### config.mk
export PLATFORM = sky130hd
export DESIGN_NAME = regfile_operand_fetch
export DESIGN_NICKNAME = d
export VERILOG_FILES = /design/src/rtl/regfile_operand_fetch.sv
export SDC_FILE = /design/constraint.sdc
export NUM_CORES = 1
export LEC_CHECK = 0
export ABC_AREA = 1
export CORE_UTILIZATION = 39
export DETAILED_ROUTE_END_ITERATION = 10
export PLACE_DENSITY_LB_ADDON = 0.2
export SYNTH_ARGS = -nofsm -noshare
export SYNTH_HDL_FRONTEND = slang
export SYNTH_SLANG_ARGS = --single-unit
export TNS_END_PERCENT = 5
### constraint.sdc
create_clock -name i_clk -period 2.42 [get_ports i_clk]
set_input_delay 0.605 -clock i_clk [delete_from_list [all_inputs] [get_ports i_clk]]
set_output_delay 0.605 -clock i_clk [all_outputs]
set_load 0.1 [all_outputs]
### src/rtl/regfile_operand_fetch.sv
// regfile_operand_fetch
//   Operand-fetch initiator for a 2R1W register file. Accepts one decoded
//   instruction at a time and holds it while a source register has a write
//   pending in the scoreboard. Once clear, it issues the read requests, captures
//   the registered (1-cycle latency) read data and presents the operands to
//   execute with a valid/ready handshake. Writeback snooping clears hazards.
//
//   Ports
//     i_clk, i_rst_n          clock, asynchronous active-low reset
//     i_flush                 sync abort: back to idle, scoreboard cleared
//     i_dec_*  / o_dec_ready  decoded instruction in (valid/ready)
//     o_rf_read*, o_rf_read_addr*, i_rf_read_data*   regfile read ports 0/1
//     i_wb_valid, i_wb_addr   writeback snoop (same strobe as regfile write)
//     o_op_* / i_op_ready     operands out (valid/ready)
//     o_stall_cnt             hazard-stall cycle counter
//
//   Optional feature macro: OPFETCH_STALL_CNT_EN
//     defined   -> o_stall_cnt counts S_CHECK cycles with a hazard (saturating,
//                  cleared by reset only)
//     undefined -> o_stall_cnt is constant zero
module regfile_operand_fetch #(
    parameter int XLEN = 64,
    parameter int AW   = 5
) (
    input  logic            i_clk,
    input  logic            i_rst_n,
    input  logic            i_flush,
    input  logic            i_dec_valid,
    output logic            o_dec_ready,
    input  logic [AW-1:0]   i_dec_rs1,
    input  logic [AW-1:0]   i_dec_rs2,
    input  logic            i_dec_use_rs1,
    input  logic            i_dec_use_rs2,
    input  logic [AW-1:0]   i_dec_rd,
    input  logic            i_dec_wr_rd,
    output logic            o_rf_read0,
    output logic            o_rf_read1,
    output logic [AW-1:0]   o_rf_read_addr0,
    output logic [AW-1:0]   o_rf_read_addr1,
    input  logic [XLEN-1:0] i_rf_read_data0,
    input  logic [XLEN-1:0] i_rf_read_data1,
    input  logic            i_wb_valid,
    input  logic [AW-1:0]   i_wb_addr,
    output logic            o_op_valid,
    input  logic            i_op_ready,
    output logic [XLEN-1:0] o_op_rs1_data,
    output logic [XLEN-1:0] o_op_rs2_data,
    output logic [AW-1:0]   o_op_rd,
    output logic            o_op_wr_rd,
    output logic [31:0]     o_stall_cnt
);

    localparam int NREG = 1 << AW;

    typedef enum logic [1:0] {S_IDLE, S_CHECK, S_RDWAIT, S_OUT} state_t;

    state_t            state_q;
    logic [AW-1:0]     rs1_q, rs2_q, rd_q;
    logic              use1_q, use2_q, wr_q;
    logic [NREG-1:0]   pend_q, pend_d;
    logic              data_phase_q;   // second RDWAIT cycle: read data is on the bus
    logic              read0_q, read1_q;
    logic [AW-1:0]     addr0_q, addr1_q;
    logic              op_valid_q, op_wr_q;
    logic [XLEN-1:0]   op_rs1_q, op_rs2_q;
    logic [AW-1:0]     op_rd_q;

    logic [NREG-1:0]   wb_clr, pend_clr, pend_set;
    logic              haz;

    always_comb begin
        wb_clr = '0;
        if (i_wb_valid) wb_clr[i_wb_addr] = 1'b1;
        // A same-cycle writeback counts as clear: the regfile bypasses it.
        pend_clr = pend_q & ~wb_clr;
        haz = (use1_q & pend_clr[rs1_q]) | (use2_q & pend_clr[rs2_q]);
        pend_set = '0;
        if (state_q == S_RDWAIT && data_phase_q && wr_q && rd_q != '0)
            pend_set[rd_q] = 1'b1;
        // Set wins over a same-cycle clear; x0 can never be pending.
        pend_d = pend_clr | pend_set;
        pend_d[0] = 1'b0;
    end

    always_ff @(posedge i_clk or negedge i_rst_n) begin
        if (!i_rst_n) begin
            state_q      <= S_IDLE;
            rs1_q        <= '0;
            rs2_q        <= '0;
            rd_q         <= '0;
            use1_q       <= 1'b0;
            use2_q       <= 1'b0;
            wr_q         <= 1'b0;
            pend_q       <= '0;
            data_phase_q <= 1'b0;
            read0_q      <= 1'b0;
            read1_q      <= 1'b0;
            addr0_q      <= '0;
            addr1_q      <= '0;
            op_valid_q   <= 1'b0;
            op_rs1_q     <= '0;
            op_rs2_q     <= '0;
            op_rd_q      <= '0;
            op_wr_q      <= 1'b0;
        end else if (i_flush) begin
            state_q      <= S_IDLE;
            pend_q       <= '0;
            data_phase_q <= 1'b0;
            read0_q      <= 1'b0;
            read1_q      <= 1'b0;
            op_valid_q   <= 1'b0;
        end else begin
            pend_q  <= pend_d;
            read0_q <= 1'b0;   // read strobes are single-cycle pulses
            read1_q <= 1'b0;
            case (state_q)
                S_IDLE: if (i_dec_valid) begin
                    rs1_q   <= i_dec_rs1;
                    rs2_q   <= i_dec_rs2;
                    rd_q    <= i_dec_rd;
                    use1_q  <= i_dec_use_rs1;
                    use2_q  <= i_dec_use_rs2;
                    wr_q    <= i_dec_wr_rd;
                    state_q <= S_CHECK;
                end
                S_CHECK: if (!haz) begin
                    read0_q      <= use1_q;
                    read1_q      <= use2_q;
                    addr0_q      <= rs1_q;
                    addr1_q      <= rs2_q;
                    data_phase_q <= 1'b0;
                    state_q      <= S_RDWAIT;
                end
                S_RDWAIT: begin
                    if (!data_phase_q) begin
                        data_phase_q <= 1'b1;
                    end else begin
                        data_phase_q <= 1'b0;
                        op_rs1_q     <= (use1_q && rs1_q != '0) ? i_rf_read_data0 : '0;
                        op_rs2_q     <= (use2_q && rs2_q != '0) ? i_rf_read_data1 : '0;
                        op_rd_q      <= rd_q;
                        op_wr_q      <= wr_q;
                        op_valid_q   <= 1'b1;
                        state_q      <= S_OUT;
                    end
                end
                S_OUT: if (i_op_ready) begin
                    op_valid_q <= 1'b0;
                    state_q    <= S_IDLE;
                end
                default: state_q <= S_IDLE;
            endcase
        end
    end

    assign o_dec_ready     = (state_q == S_IDLE);
    assign o_rf_read0      = read0_q;
    assign o_rf_read1      = read1_q;
    assign o_rf_read_addr0 = addr0_q;
    assign o_rf_read_addr1 = addr1_q;
    assign o_op_valid      = op_valid_q;
    assign o_op_rs1_data   = op_rs1_q;
    assign o_op_rs2_data   = op_rs2_q;
    assign o_op_rd         = op_rd_q;
    assign o_op_wr_rd      = op_wr_q;

`ifdef OPFETCH_STALL_CNT_EN
    logic [31:0] stall_cnt_q;
    always_ff @(posedge i_clk or negedge i_rst_n) begin
        if (!i_rst_n)
            stall_cnt_q <= '0;
        else if (state_q == S_CHECK && haz && stall_cnt_q != 32'hFFFF_FFFF)
            stall_cnt_q <= stall_cnt_q + 32'd1;
    end
    assign o_stall_cnt = stall_cnt_q;
`else
    assign o_stall_cnt = 32'd0;
`endif

endmodule

==> qor.yml, run 1 <==
run_status:
  status: "finished clean"
global_routing:
  grt.busiest_layer: "met2"
  grt_max_degree: 65
  grtUsageMet1_pct: 32.33
  grt_pass1_vias: 8590
  grt_pass1_wl_um: 47500
  grt_usage_pct: 25.79
  grt_util_met3_pct: 6.921
  grt_use_met2_pct: 42.36
  grt_antenna_before_repair: 0
  grt.overflow.total: 0
route:
  drtAntennaViolNets: 0
  finalWirelength_um: 30360
  drc_errors: 0
  via_count: 8694
  routed_via_density: 4.865
  wire_per_inst_um: 16.99
  dr.pass1.iters: 7
  drt_iter0_drc: 604
floorplanning:
  initial_core_util_pct: 39.98
  fp.dieW_um: 154.8
  placementRows: 55
  core_area_sq_mm: 0.02278
  die_h_um: 154.8
  design.die.area_sq_mm: 0.02397
  pin_count: 337
logic_synthesis:
  synth-edff-count: 0
  synth.top_cells.by_count: "409 x nand2_1, 199 x dfrtp_1, 139 x o21ai_0"
  synth.top_cell.area_share_pct: 54.68
  ys.flop_type: "dfrtp_1"
  synth_most_common_cell: "nand2_1"
  yosys_warnings: 0
  yosysUniqueCellTypes: 32
  avgSynthCellArea_sq_um: 8.132
  async_flop_share_pct: 100.0
  netlist_instances: 1120
  ys_seq_area_share_pct: 54.68
  synth_top_area_cell: "dfrtp_1"
  syn_area_sq_mm: 0.009107
  ys_top_cells_by_area: "dfrtp_1 55%, nand2_1 17%, o21ai_0 7.6%"
  ys_seq_elements: 199
worst_hold_path:
  min_path_type: "input pin to asynchronous set/reset pin"
place:
  io_buffers: 304
  gp_congestion: 0.9521
  placed_cells: 1751
  dp_slack_ns: -0.6067
  dp_hpwl_um: 21830
sta:
  setup_viol: 0
  tightest_slew_ns: 0.6099
  worst_slack_ns: 0.1854
  fmax_ghz: 0.4475
  finalHoldViolCount: 0
  max_slew_margin_pct: 59.03
  min_period_ns: 2.235
  drv_slew: 0
  finalCritPeriodShare_pct: 92.34
  fin_skew_ns: 0.01839
clocking:
  clock-sinks: 199
  cts_tree: "built"
  hold_buffers: 0
  cts_buffers: 17
  clkTransAtPathRegs_ns: 0.08
  clkLatencyLatePin_ns: 0.44
  clockBufferDepth: 2
  htreeDepth: 4
  cts-root-buf: "clkbuf_16"
run:
  drv_cap: 0
setup_path:
  critical_path.endpoint_type: "register"
  crit_required_ns: 2.79
  path_class: "input pin to register"
  critPathLaunchType: "input pin"
  critical_path_arrival_ns: 2.61
  critPathMaxFanout: 11
finish:
  finalNonFillerCells: 1787
  n_antenna_cell: 0
  nets: 1623
  area_delta_synth_final_pct: 46.17
  drive_gt1_share_pct: 20.56
-- stage by stage --
stage,area [sq um],TNS (ns),hold slack (ns),util (%)
after floorplan,9224,0,0.3094,-
after global placement,12560,-8.794,0.4633,55.12
after detailed placement,12560,-8.640,0.4634,55.12
after CTS,13170,0,0.1787,57.80
after global routing,13310,-0.1530,0.1904,58.45
final,13310,0,0.1536,58.45
-- cell families after synthesis --
logic type	count (synthesis)	share of synthesized area, %
DFF	199	54.68
muxes	3	0.3709
adders and majority gates	4	0.5495
AOI/OAI and AO/OA	217	12.45
buffers and inverters	139	7.295
and+or+nand+nor	557	24.62
other	1	0.04117
-- per-layer routing --
metal  up-vias  part of all wire (%)
met4         0                   3.0
met3        60                   7.2
met2       322                    48
met5         -                     0
li1       4238                     -
met1      4074                    41
-- layout by cell type, fill, tap and decap left out, types with 4 or more instances in the layout --
master / synthesis / routed
inv_1: 43 / 40
clkbuf_16: 0 / 17
buf_4: 34 / 211
dlymetal6s2s_1: 0 / 5
clkinv_8: 0 / 5
inv_6: 0 / 5
nand2_1: 409 / 403
o21a_1: 4 / 4
clkdlybuf4s50_1: 0 / 149
o21ai_0: 139 / 137
conb_1: 1 / 32
nor2_4: 1 / 4
nand3_1: 77 / 71
nor3_1: 10 / 10
o211ai_1: 4 / 4
a21oi_1: 50 / 49
o21ai_2: 3 / 5
dfrtp_1: 199 / 199
nor2_1: 52 / 48
o21ai_4: 0 / 4
ha_1: 4 / 4
buf_12: 0 / 14
o21ai_1: 10 / 6
inv_2: 5 / 8
nand2_2: 1 / 7
nand3_2: 1 / 6
-- path summary, 6_finish.rpt --
check	start	end	slack [ns]	cells after the start
worst min register to register	o_rf_read_addr0[3]	o_rf_read_addr0[3]	0.48	2
worst max register to register	state_q[0]	pend_q[20]	0.35	8
min in group i_clk	o_rf_read_addr0[3]	o_rf_read_addr0[3]	0.48	2
worst min-delay path	i_rst_n	pend_q[6]	0.15	1
max in group asynchronous	i_rst_n	o_op_rs1_data[20]	1.58	2
worst max-delay path	i_wb_addr[0]	o_rf_read_addr0[1]	0.19	17
-- timing repair --
item                                    CTS  global route
resized for setup                         9            34
endpoints found under the hold margin     0             0
endpoints found under the setup margin   15            15
pin swaps                                 1             4
gates cloned                              0             1
buffers inserted                          1             3
-- cell type report --
class,count,area [sq um]
Timing Repair Buffer,381,3442
Inverter,49,186.4
Multi-Input combinational cell,814,3729
Fill cell,2065,9465
Sequential cell,199,4980
Tap cell,313,391.6
Clock buffer,17,425.4
Clock inverter,14,158.9
-- worst max-delay path, cell delays in order --
cell and delay (ns):
clkdlybuf4s15_1 0.38, buf_4 0.19, nand3_4 0.15, o21ai_1 0.23, nand2_1 0.07, nand2_1 0.06
nor2_1 0.04, nand2_1 0.06, nand3_1 0.08, nand2_1 0.08, nand2_1 0.05, nand3_1 0.07
nand2_1 0.10, inv_2 0.14, buf_12 0.14, nand3_1 0.07, nand2_1 0.08
Power of run 1 is not shown: default switching activity piles up to over one toggle a cycle in this logic, so the estimate is an artifact.
==> inputs of run 2 (changes only) <==
--- a/config.mk
+++ b/config.mk
@@ -9,6 +9,7 @@
 export CORE_UTILIZATION = 39
 export DETAILED_ROUTE_END_ITERATION = 10
 export PLACE_DENSITY_LB_ADDON = 0.2
+export SLEW_MARGIN = 40
 export SYNTH_ARGS = -nofsm -noshare
 export SYNTH_HDL_FRONTEND = slang
 export SYNTH_SLANG_ARGS = --single-unit
==> results of run 2 <==
The final DEF is identical to that of run 1; final timing and power are the same.
Power of run 2 is left out for the same reason.
